`config.mk`:
```
export PLATFORM = sky130hd
export DESIGN_NAME = bin_to_dec_emitter
export DESIGN_NICKNAME = d
export VERILOG_FILES = /design/src/rtl/bin_to_dec_emitter.sv
export SDC_FILE = /design/constraint.sdc
export NUM_CORES = 1
export LEC_CHECK = 0
export CAP_MARGIN = 20
export CORE_AREA = 2 2 111 70
export DETAILED_ROUTE_END_ITERATION = 8
export DIE_AREA = 0 0 113 72
export GPL_TIMING_DRIVEN = 0
export SYNTH_ARGS = -nofsm -noshare
export SYNTH_HDL_FRONTEND = slang
export SYNTH_SLANG_ARGS = --single-unit
```
`constraint.sdc`:
```
create_clock -name clk -period 5 [get_ports clk]
set_input_delay 1.5 -clock clk [delete_from_list [all_inputs] [get_ports clk]]
set_output_delay 1.5 -clock clk [all_outputs]
set_load 0.02 [all_outputs]
```
`src/rtl/bin_to_dec_emitter.sv`:
```
// Sequential double-dabble converter that streams an 8-bit value as one-hot
// decimal digits, most significant first, over a valid/ready handshake.
module bin_to_dec_emitter #(
    parameter bit SUPPRESS_LZ = 1'b1
) (
    input  logic       clk,
    input  logic       rst,
    input  logic       start,
    input  logic [7:0] value,
    input  logic       ready,
    output logic       busy,
    output logic       digit_valid,
    output logic       zero,
    output logic       one,
    output logic       two,
    output logic       three,
    output logic       four,
    output logic       five,
    output logic       six,
    output logic       seven,
    output logic       eight,
    output logic       nine,
    output logic [3:0] digit_bin,
    output logic [1:0] digit_pos,
    output logic       last,
    output logic       done
);

    typedef enum logic [1:0] {
        IDLE,
        CONVERT,
        EMIT,
        DONE
    } state_t;

    state_t      state_q;
    logic [19:0] sr_q;
    logic [19:0] adj_d;
    logic [19:0] sr_d;
    logic [3:0]  cnt_q;
    logic [1:0]  pos_q;
    logic [1:0]  first_d;
    logic [3:0]  dig_q;
    logic        valid_q;
    logic        last_q;
    logic        busy_q;
    logic        done_q;
    logic [9:0]  onehot;

    function automatic logic [3:0] nib(input logic [11:0] b, input logic [1:0] p);
        logic [3:0] r;
        unique case (p)
            2'd2:    r = b[11:8];
            2'd1:    r = b[7:4];
            default: r = b[3:0];
        endcase
        return r;
    endfunction

    // Add-3 correction on every BCD nibble precedes the shift.
    always_comb begin
        adj_d = sr_q;
        for (int i = 0; i < 3; i++) begin
            if (sr_q[8+4*i +: 4] >= 4'd5)
                adj_d[8+4*i +: 4] = sr_q[8+4*i +: 4] + 4'd3;
        end
        sr_d = adj_d << 1;
    end

    always_comb begin
        first_d = 2'd2;
        if (SUPPRESS_LZ) begin
            if (sr_q[19:16] != 4'd0)      first_d = 2'd2;
            else if (sr_q[15:12] != 4'd0) first_d = 2'd1;
            else                          first_d = 2'd0;
        end
    end

    // The extra CONVERT cycle at cnt_q == 8 selects the first digit position.
    always_ff @(posedge clk) begin
        if (rst) begin
            state_q <= IDLE;
            sr_q    <= '0;
            cnt_q   <= '0;
            pos_q   <= '0;
            dig_q   <= '0;
            valid_q <= 1'b0;
            last_q  <= 1'b0;
            busy_q  <= 1'b0;
            done_q  <= 1'b0;
        end else begin
            unique case (state_q)
                IDLE: begin
                    done_q <= 1'b0;
                    if (start) begin
                        sr_q    <= {12'd0, value};
                        cnt_q   <= '0;
                        busy_q  <= 1'b1;
                        state_q <= CONVERT;
                    end
                end
                CONVERT: begin
                    if (cnt_q == 4'd8) begin
                        state_q <= EMIT;
                        pos_q   <= first_d;
                        dig_q   <= nib(sr_q[19:8], first_d);
                        valid_q <= 1'b1;
                        last_q  <= (first_d == 2'd0);
                    end else begin
                        sr_q  <= sr_d;
                        cnt_q <= cnt_q + 4'd1;
                    end
                end
                EMIT: begin
                    if (ready) begin
                        if (pos_q == 2'd0) begin
                            state_q <= DONE;
                            valid_q <= 1'b0;
                            dig_q   <= '0;
                            last_q  <= 1'b0;
                            done_q  <= 1'b1;
                        end else begin
                            pos_q  <= pos_q - 2'd1;
                            dig_q  <= nib(sr_q[19:8], pos_q - 2'd1);
                            last_q <= (pos_q == 2'd1);
                        end
                    end
                end
                DONE: begin
                    done_q  <= 1'b0;
                    busy_q  <= 1'b0;
                    state_q <= IDLE;
                end
                default: state_q <= IDLE;
            endcase
        end
    end

    assign onehot = valid_q ? (10'd1 << dig_q) : 10'd0;
    assign {nine, eight, seven, six, five, four, three, two, one, zero} = onehot;

    assign busy        = busy_q;
    assign digit_valid = valid_q;
    assign digit_bin   = valid_q ? dig_q : 4'd0;
    assign digit_pos   = valid_q ? pos_q : 2'd0;
    assign last        = valid_q & last_q;
    assign done        = done_q;

endmodule

```
======== Yosys cells after proc, flatten, opt, wreduce, memory -nomap -nowiden ========
Cells that the tools add are included.
cells by class
  add/subtract/negate cells ............... 5
  magnitude comparators ................... 3
  equal/unequal tests ..................... 15
  shift-type cells ........................ 1
  mux-type cells .......................... 42
  bitwise gates (word level) .............. 1
  reduce and logical (&&, ||, !) cells .... 17
operator list
  cell                                                 number
  2-to-1 mux 20 bit                                    2
  one-hot mux 20 bit (2 select lines)                  1
  2-to-1 mux 4 bit                                     8
  one-hot mux 4 bit (2 select lines)                   4
  2-to-1 mux 2 bit                                     9
  >= comparator 4 x 3 -> 1 bit, second input constant  3
  != test 2 bit, second input constant                 6
  AND reduction 4 bit                                  3
  2-to-1 mux 1 bit                                     10
  2-to-1 mux 10 bit                                    1
  left shift 1 x 4 -> 10 bit, first input constant     1
  AND reduction 3 bit                                  3
  adder 4 x 2 -> 4 bit, second input constant          2
  == test 2 x 1 -> 1 bit, second input constant        4
  == test 2 bit, second input constant                 4
  one-hot mux 1 bit (2 select lines)                   4
  one-hot mux 2 bit (4 select lines)                   1
  nonzero test 2 bit                                   4
  nonzero test 4 bit                                   2
  logical NOT 2 bit                                    3
  adder 4 x 1 -> 4 bit, second input constant          1
  == test 4 bit, second input constant                 1
  one-hot mux 2 bit (2 select lines)                   1
  adder 3 x 2 -> 3 bit, second input constant          1
  5 further kinds                                      5
storage, ports and cells
  register bits ........................... 36
  input port bits ......................... 12
  output and inout port bits .............. 20
  logic and storage cells ................. 93

======== Longest topological paths before layout ========
Gate-level depths: netlist of the first run.
  word-level depth ........................ 7
  gate-level depth with buffers ........... 8
  mapped depth without buffers ............ 6

======== Least setup slack after synthesis of the first run ========
No wires, ideal clock.
  path kind ............................... reg-to-output
  start ................................... register valid_q (netlist: digit_valid)
  end ..................................... output four
  arrival ................................. 1421 ps
  required time ........................... 3500 ps
  setup slack ............................. 2079 ps
  cell stages (with the launch flop) ...... 4
  path buffers ............................ 0
  cell sequence ........................... dfxtp_1 > and2_1 > nand2b_1 > nor3_1
between the ends
  longest elaborated chain between the ends .. 1
ends and longest elaborated chain
  what                    RTL line  source
  from (decl)             44        logic valid_q;
  from (signal assigned)  87        valid_q <= 1'b0;
  from (signal assigned)  107       valid_q <= 1'b1;
  from (signal assigned)  118       valid_q <= 1'b0;
  2-to-1 mux 10 bit       139       assign onehot = valid_q ? (10'd1 << dig_q) : 10'd0;
  to (decl)               17        output logic four,
No other way between the ends.

======== Final worst setup path of the first run ========
  start ................................... register valid_q (netlist: digit_valid)
  end ..................................... output zero
between the ends
  longest elaborated chain between the ends .. 1
ends and longest elaborated chain
  what               RTL line  source
  2-to-1 mux 10 bit  139
  to (decl)          13        output logic zero,
No other way between the ends.

==> summary.md, run 1 <==
| Metric | Value |
|---|---|
| Leak pwr | `1.06 nW` |
| Horizontal extent of the die | `113 um` |
| Routed wire per std cell | `15.1 um` |
| Utilization after layout | `roughly two fifths` |
| First-pass GRT wire length | `about 10000 um` |
| Post-CTS Setup Bufs | `0` |
| Cell with the largest stage delay on the worst path | `sky130_fd_sc_hd__clkdlybuf4s50_1` |
| Number of filler cells placed in the layout | `722` |
| Number of gates resized after CTS | `0` |
| Grt total ovfl | `0` |
| Maximum number of pins on one net before global-route repair | `13` |
| Timing startpoint of the critical path | `digit_valid` |
| Arrival time of data at the critical path endpoint | `roughly 2000 ps` |
| Minimum setup slack among reg-to-reg paths | `~3000 ps` |
| Normalized max-slew margin | `43.8%` |
| Router iterations before antenna repair | `6` |
| Number of flops mapped to enable cells by yosys | `0` |
| Clock Skews | `6.29 ps` |
| End of the worst register-to-register path | `sr_q[10]` |
| Number of buffers on the longest clock path | `2` |
| Areal power density over the cells | `433 nW/um2` |
| Hold Violations, Final | `0` |
| Worst-Skew Late Latency | `290 ps` |
| Max Cap Violations | `0` |
| Dominant synthesized flop cell | `sky130_fd_sc_hd__dfxtp_1` |
| Critical Path Source Type | `flip-flop` |
| Final Max Slew Viols | `0` |
| Area after detailed placement | `2780 um2` |
| Root Driver | `sky130_fd_sc_hd__clkbuf_16` |
| Post-route ant nets | `0` |
| Final worst-path cycle share | `69.0%` |
| Count of state elements after synthesis | `36` |
| Worst path max stage delay | `slightly above 600 ps` |
| Worst Hold Class | `reg2reg` |
| Finish-stage setup viols | `0` |
| Sequential share of the synthesized area | `30.5%` |
| Post-route minimum period | `3450 ps` |
| Highest-count cells in the layout ignoring fill and taps | `36 x sky130_fd_sc_hd__dfxtp_1, 30 x sky130_fd_sc_hd__nor2_1, 30 x sky130_fd_sc_hd__clkdlybuf4s50_1` |
| Post-CTS clock slew at the launch and capture registers of the worst setup and hold paths | `60 ps` |
| Hold Buf Count CTS | `0` |
| Violations in the final reports | `design-rule violations` |
| Iteration-0 DRC Markers | `roughly 150` |
| Post-route cell area | `about 2900 um2` |
| DP HPWL | `between 4000 and 5000 um` |
| Worst hold margin | `479 ps` |
| Clock buffer count from CTS | `5` |
| Avg Cell Area, Syn | `8.73 um2` |
| Required time reported for the critical path endpoint | `3500 ps` |
| Number of H-tree branching levels | `2` |
| Detailed Route WL | `roughly 6000 um` |
| Library cells used by synthesis | `54` |
| Post-DR vias/cell | `~5.2` |
| Core Region | `7090 um2` |
| Port Buffers | `30` |
| DRC | `4` |
| Final RePlAce weighted congestion | `roughly 0.84` |
| Total Nets Final | `between 300 and 400` |
| Vias in the first global route | `between 1500 and 2000` |
| Netlist area before placement | `~2400 um2` |
| # diodes | `0` |
| Total negative slack | `0 ps` |
| Initial Util | `33.4%` |
| Die ar. | `8140 um2` |
| Count of yosys warnings during synthesis | `0` |
| Kind of capture point of the worst setup path | `output pin` |
| Number of vias in the routed layout | `2074` |
| Clock net sink count | `36` |
| R2r startpoint | `state_q[0]` |
| Antenna violations before repair | `0` |
| Number of standard cells after synthesis | `271` |
| Commonest non-fill, non-tap cell in the layout | `sky130_fd_sc_hd__dfxtp_1` |
| CP Capture Point | `zero` |
| Post-Synthesis Net Count | `300` |
| Layout area overhead | `24.6%` |
| Depth of the worst register-to-register path | `7` |
| Result of the run | `complete, but fails checks` |
| Measured slew at the worst slew-check pin | `843 ps` |
| Fraction of final layout cells sized beyond drive strength 1 | `11.7%` |
| Highest net fanout along the worst path | `10` |
| Largest voltage drop on the vdd net | `between 0.15 and 0.2 mV` |
| Setup repair after global routing missed its margin | `false` |
| Chip height | `72 um` |
| Clock tree from TritonCTS | `yes` |
| Type of the worst setup path | `reg2out` |
| CP Cell Sequence | `or3b_1 > nor3_1 > clkdlybuf4s50_1` |
| Total power | `0.00127 W` |
| Achievable clock frequency | `290 MHz` |
| Number of rows in the core area | `24` |
| GRT Overall Usage | `between 15 and 20%` |
| Share of flip-flops with an asynchronous set or reset after synthesis | `0%` |
| Number of ports placed on the die boundary | `32` |
[cell families after synthesis]
| kind of cell | Yosys count | share of synthesized area (%) |
|---|---|---|
| and+or+nand+nor | 103 | 23.5 |
| AOI/OAI and AO/OA | 63 | 22.2 |
| DFF | 36 | 30.5 |
| buffers and inverters | 32 | 6.61 |
| adders and majority gates | 17 | 8.99 |
| muxes | 15 | 6.35 |
| xor gates and xnor gates | 5 | 1.85 |
[power by group]
group / internal, W / switching, W / total, W
Combinational: 0.000204 / 0.000309 / 0.000513
Sequential: 0.000351 / 0.0000497 / 0.000400
Clock: 0.000234 / 0.000127 / 0.000361
Total: 0.000789 / 0.000486 / 0.00127
[worst min path at each step]
stage | slack, ps | start | cells after the start | end
floorplan | 450 | sr_q[7] | 2 | sr_q[8]
global placement | 460 | done | 2 | done
detailed placement | 470 | sr_q[7] | 2 | sr_q[8]
CTS | 480 | done | 2 | done
global route | 510 | sr_q[7] | 2 | sr_q[8]
finish | 480 | done | 2 | done
[worst max-delay path: cells and delay by family (launching register included)]
family,cells,cell delay (ps)
buffers and inverters,1,620
AND/OR/NAND/NOR,2,590
flip-flops,1,450
[metrics by stage]
stage	cells	setup WS, ps
after floorplan	271	2080
after global placement	392	1740
after detailed placement	392	1740
after CTS	400	1530
after global routing	400	1410
final	400	1550
[state kept, by name, summed over array words and instances, names as in the netlist, 2 cells and up]
register / cells
cnt_q: 4
dig_q: 4
pos_q: 2
sr_q: 20
state_q: 2
[metal layers]
metal | global-route usage [%] | wire length [um] | part of all wire [%]
met5 | 0 | 0 | 0
met4 | 4.47 | 61 | 1.0
met3 | 3.93 | 382 | 6.3
met1 | 25.4 | 3380 | 56
met2 | 20.6 | 2200 | 37
[cell usage after synthesis (2+ instances only)]
master | number | area share, %
sky130_fd_sc_hd__a211oi_1 | 3 | 0.95
sky130_fd_sc_hd__a211oi_2 | 7 | 3.7
sky130_fd_sc_hd__a21oi_1 | 15 | 3.2
sky130_fd_sc_hd__a22o_1 | 3 | 1.1
sky130_fd_sc_hd__a22oi_1 | 2 | 0.63
sky130_fd_sc_hd__a311oi_1 | 2 | 0.74
sky130_fd_sc_hd__a31oi_1 | 6 | 1.6
sky130_fd_sc_hd__a32o_1 | 3 | 1.3
sky130_fd_sc_hd__and2_1 | 9 | 2.4
sky130_fd_sc_hd__and3_1 | 2 | 0.53
sky130_fd_sc_hd__buf_1 | 2 | 0.32
sky130_fd_sc_hd__buf_2 | 5 | 1.1
sky130_fd_sc_hd__buf_4 | 2 | 0.63
sky130_fd_sc_hd__buf_6 | 3 | 1.4
sky130_fd_sc_hd__clkbuf_1 | 3 | 0.48
sky130_fd_sc_hd__dfxtp_1 | 36 | 30
sky130_fd_sc_hd__ha_1 | 17 | 9.0
sky130_fd_sc_hd__inv_1 | 16 | 2.5
sky130_fd_sc_hd__mux2i_1 | 15 | 6.3
sky130_fd_sc_hd__nand2_1 | 16 | 2.5
sky130_fd_sc_hd__nand2b_1 | 10 | 2.6
sky130_fd_sc_hd__nand3_1 | 12 | 2.5
sky130_fd_sc_hd__nand3b_1 | 3 | 0.95
sky130_fd_sc_hd__nand4_1 | 2 | 0.53
sky130_fd_sc_hd__nor2_1 | 30 | 4.8
sky130_fd_sc_hd__nor3_1 | 6 | 1.3
sky130_fd_sc_hd__nor3b_1 | 2 | 0.63
sky130_fd_sc_hd__o21ai_0 | 5 | 1.1
sky130_fd_sc_hd__o22a_1 | 2 | 0.74
sky130_fd_sc_hd__o32ai_2 | 3 | 2.1
sky130_fd_sc_hd__or3b_1 | 2 | 0.74
sky130_fd_sc_hd__or4b_1 | 2 | 0.85
sky130_fd_sc_hd__xnor2_1 | 3 | 1.1
sky130_fd_sc_hd__xor2_1 | 2 | 0.74
[layout make-up]
cell class	count	area (um2)	share of cell area (%)
inverter	17	63.8	2.17
buffer	15	92.6	3.14
clock buffer	5	125	4.25
tap	91	114	3.86
multi-input combinational	203	1490	50.5
clock inverter	3	42.5	1.44
sequential	36	721	24.5
timing repair buffer	30	300	10.2
No activity file was read; power rests on OpenSTA's default activity.
==> run 2, diff against run 1 <==
==> constraint.sdc (replaced) <==
create_clock -name clk -period 2.9 [get_ports clk]
set_input_delay 0.87 -clock clk [delete_from_list [all_inputs] [get_ports clk]]
set_output_delay 0.87 -clock clk [all_outputs]
set_load 0.02 [all_outputs]
==> run 2 against run 1 <==
Compared with the run above: the run still ends with design-rule violations left; setup slack worse by 1400 ps; sequential share of layout area about the same; die area unchanged; wire length unchanged; cell area about the same; power up 72%; clock skew unchanged; global-route usage unchanged; worst hold slack unchanged; register-to-register slack worse by 2100 ps; sequential power up 72%; largest cell class unchanged.
==> summary.md, run 2 (synthesis results as in run 1) <==
| Metric | Value |
|---|---|
| # diodes | `0 (unchanged)` |
| Hold Buf Count CTS | `0 (unchanged)` |
| Detailed Route WL | `6030 um (unchanged)` |
| GRT Overall Usage | `15.9% (unchanged)` |
| Number of logic stages on the critical path including buffering | `3 (unchanged)` |
| Clock Skews | `6.29 ps (unchanged)` |
| Flip-flop count of the largest register, all copies and words added | `20 (unchanged)` |
| Met1 global-route usage | `25.4% (unchanged)` |
| Total negative slack | `0 ps (unchanged)` |
| Number of H-tree branching levels | `2 (unchanged)` |
| Buf+Inv Stages, Crit Path | `1 (unchanged)` |
| Root Driver | `sky130_fd_sc_hd__clkbuf_16` |
| Largest register by flop count | `sr_q` |
| Die ar. | `8140 um2 (unchanged)` |
| First-pass GRT wire length | `10100 um (unchanged)` |
| Measured slew at the worst slew-check pin | `843 ps (unchanged)` |
| Iteration-0 DRC Markers | `149 (unchanged)` |
| Hold Violations, Final | `0 (unchanged)` |
| CP Cell Sequence | `or3b_1 > nor3_1 > clkdlybuf4s50_1` |
| Non-filler instance count after layout | `400 (unchanged)` |
| Clock net sink count | `36 (unchanged)` |
| Post-route ant nets | `0 (unchanged)` |
| Placed Cells incl. Taps | `392 (unchanged)` |
| Hold depth | `2 (unchanged)` |
| Maximum number of pins on one net before global-route repair | `13 (unchanged)` |
| Max Cap Violations | `0 (unchanged)` |
| Kind of capture point of the worst setup path | `output pin` |
| Fraction of final layout cells sized beyond drive strength 1 | `12.0% (+0.32 points)` |
| Critical Path Source Type | `flip-flop` |
| Post-route minimum period | `approximately 2700 ps` |
| Total power | `0.00220 W (+72%)` |
| DRC | `4 (unchanged)` |
| Setup repair after global routing missed its margin | `false` |
| Number of vias in the routed layout | `2074 (unchanged)` |
| Depth of the worst register-to-register path | `7 (unchanged)` |
| Initial Util | `33.4% (unchanged)` |
| Required time reported for the critical path endpoint | `2030 ps (-1470 ps)` |
| Worst path max stage delay | `620 ps (about the same)` |
| Met2 Track Usage GR | `20.6% (unchanged)` |
| Registers with the highest flip-flop counts | `sr_q: 20 flops, cnt_q: 4 flops, dig_q: 4 flops` |
| Final Max Slew Viols | `0 (unchanged)` |
| DP HPWL | `4500 um (unchanged)` |
| Post-CTS Setup Bufs | `0 (unchanged)` |
| Highest net fanout along the worst path | `10 (unchanged)` |
| Chip height | `72 um (unchanged)` |
| Post-CTS clock slew at the launch and capture registers of the worst setup and hold paths | `60 ps (about the same)` |
| Clock tree from TritonCTS | `yes` |
| Worst hold margin | `479 ps (unchanged)` |
| Normalized max-slew margin | `43.8% (unchanged)` |
| Core Region | `7090 um2 (unchanged)` |
| Areal power density over the cells | `746 nW/um2 (+72%)` |
| Leak pwr | `1.06 nW (about the same)` |
| Clock buffer count from CTS | `5 (unchanged)` |
| Final RePlAce weighted congestion | `0.837 (unchanged)` |
| Horizontal extent of the die | `113 um (unchanged)` |
| Total Nets Final | `337 (unchanged)` |
| Kind of cell with the highest combined delay on the critical path | `buffers and inverters` |
| Highest-count cells in the layout ignoring fill and taps | `35 x sky130_fd_sc_hd__dfxtp_1, 30 x sky130_fd_sc_hd__nor2_1, 30 x sky130_fd_sc_hd__clkdlybuf4s50_1` |
| Number of ports placed on the die boundary | `32 (unchanged)` |
| Final worst-path cycle share | `94.7%` |
| GR peak layer | `met1` |
| Router iterations before antenna repair | `6 (unchanged)` |
| Number of rows in the core area | `24 (unchanged)` |
| Arrival time of data at the critical path endpoint | `1880 ps (-70 ps)` |
| Layout area overhead | `24.7% (about the same)` |
| Result of the run | `complete, but fails checks` |
| Number of buffers on the longest clock path | `2 (unchanged)` |
| Worst-Skew Late Latency | `290 ps (about the same)` |
| Number of filler cells placed in the layout | `724 (+0.28%)` |
| Violations in the final reports | `design-rule violations` |
| Routed wire per std cell | `15.1 um (unchanged)` |
| Largest voltage drop on the vdd net | `0.289 mV (+72%)` |
| Worst Hold Class | `reg2reg` |
| Met3 Use GR | `3.93% (unchanged)` |
| Finish-stage setup viols | `0 (unchanged)` |
| Achievable clock frequency | `364 MHz` |
| Type of the worst setup path | `reg2out` |
| Grt total ovfl | `0 (unchanged)` |
| Vias in the first global route | `1946 (unchanged)` |
| Minimum setup slack among reg-to-reg paths | `940 ps (-2100 ps)` |
| Cell with the largest stage delay on the worst path | `sky130_fd_sc_hd__clkdlybuf4s50_1` |
| Port Buffers | `30 (unchanged)` |
| Commonest non-fill, non-tap cell in the layout | `sky130_fd_sc_hd__dfxtp_1` |
| Antenna violations before repair | `0 (unchanged)` |
| Post-DR vias/cell | `5.19 (unchanged)` |
==> run 2: cell counts in the layout (fill, tap and decap cells not counted) <==
No cell type changed its count.
==> run 2: power by group <==
| group | internal (W) | leakage [nW] | switching, W | total (W) |
|---|---|---|---|---|
| combinational | 0.000352 | 0.690 | 0.000533 | 0.000885 |
| clock | 0.000404 | 0.0798 | 0.000220 | 0.000623 |
| sequential | 0.000605 | 0.294 | 0.0000856 | 0.000690 |
==> run 2: final timing paths <==
kind	startpoint	to
worst max-delay path	digit_valid	zero
worst min-delay path	done	done
worst max register to register	state_q[0]	sr_q[10]
worst min register to register	done	done
==> run 2: worst register-to-register path: stages, from the launching register on <==
cell and delay, ps:
sky130_fd_sc_hd__dfxtp_1 390, sky130_fd_sc_hd__inv_1 80, sky130_fd_sc_hd__ha_1 290, sky130_fd_sc_hd__nand2b_1 100, sky130_fd_sc_hd__clkbuf_1 240, sky130_fd_sc_hd__nand3_1 370, sky130_fd_sc_hd__nor2_1 290, sky130_fd_sc_hd__a32o_1 150
==> run 2: cell type report <==
| cell class | count | area [um2] | share of cell area [%] |
|---|---|---|---|
| timing repair buffer | 30 | 300 | 10.2 |
| buffer | 15 | 92.6 | 3.14 |
| inverter | 17 | 63.8 | 2.16 |
| multi-input combinational | 203 | 1490 | 50.5 |
| clock inverter | 3 | 42.5 | 1.44 |
| sequential | 36 | 722 | 24.5 |
| tap | 91 | 114 | 3.86 |
| clock buffer | 5 | 125 | 4.24 |
==> run 2: what timing repair did <==
action                                  CTS  global route
gates resized for setup                   0             1
endpoints found under the setup margin    0             2
hold endpoints to repair                  0             0
==> run 2: per-stage QoR <==
step                setup WS, ps  utilization [%]  instance area, um2
floorplan                    609                -                2360
global placement             273             39.2                2780
detailed placement           271             39.2                2780
CTS                         59.5             41.6                2950
global route                39.5             41.6                2950
finish                       155             41.6                2950
==> run 2: routing by layer <==
metal / wire, um / vias up
met3: 382 / 8
met1: 3380 / 967
met5: 0 / -
met2: 2200 / 51
met4: 61 / 0
li1: - / 1048
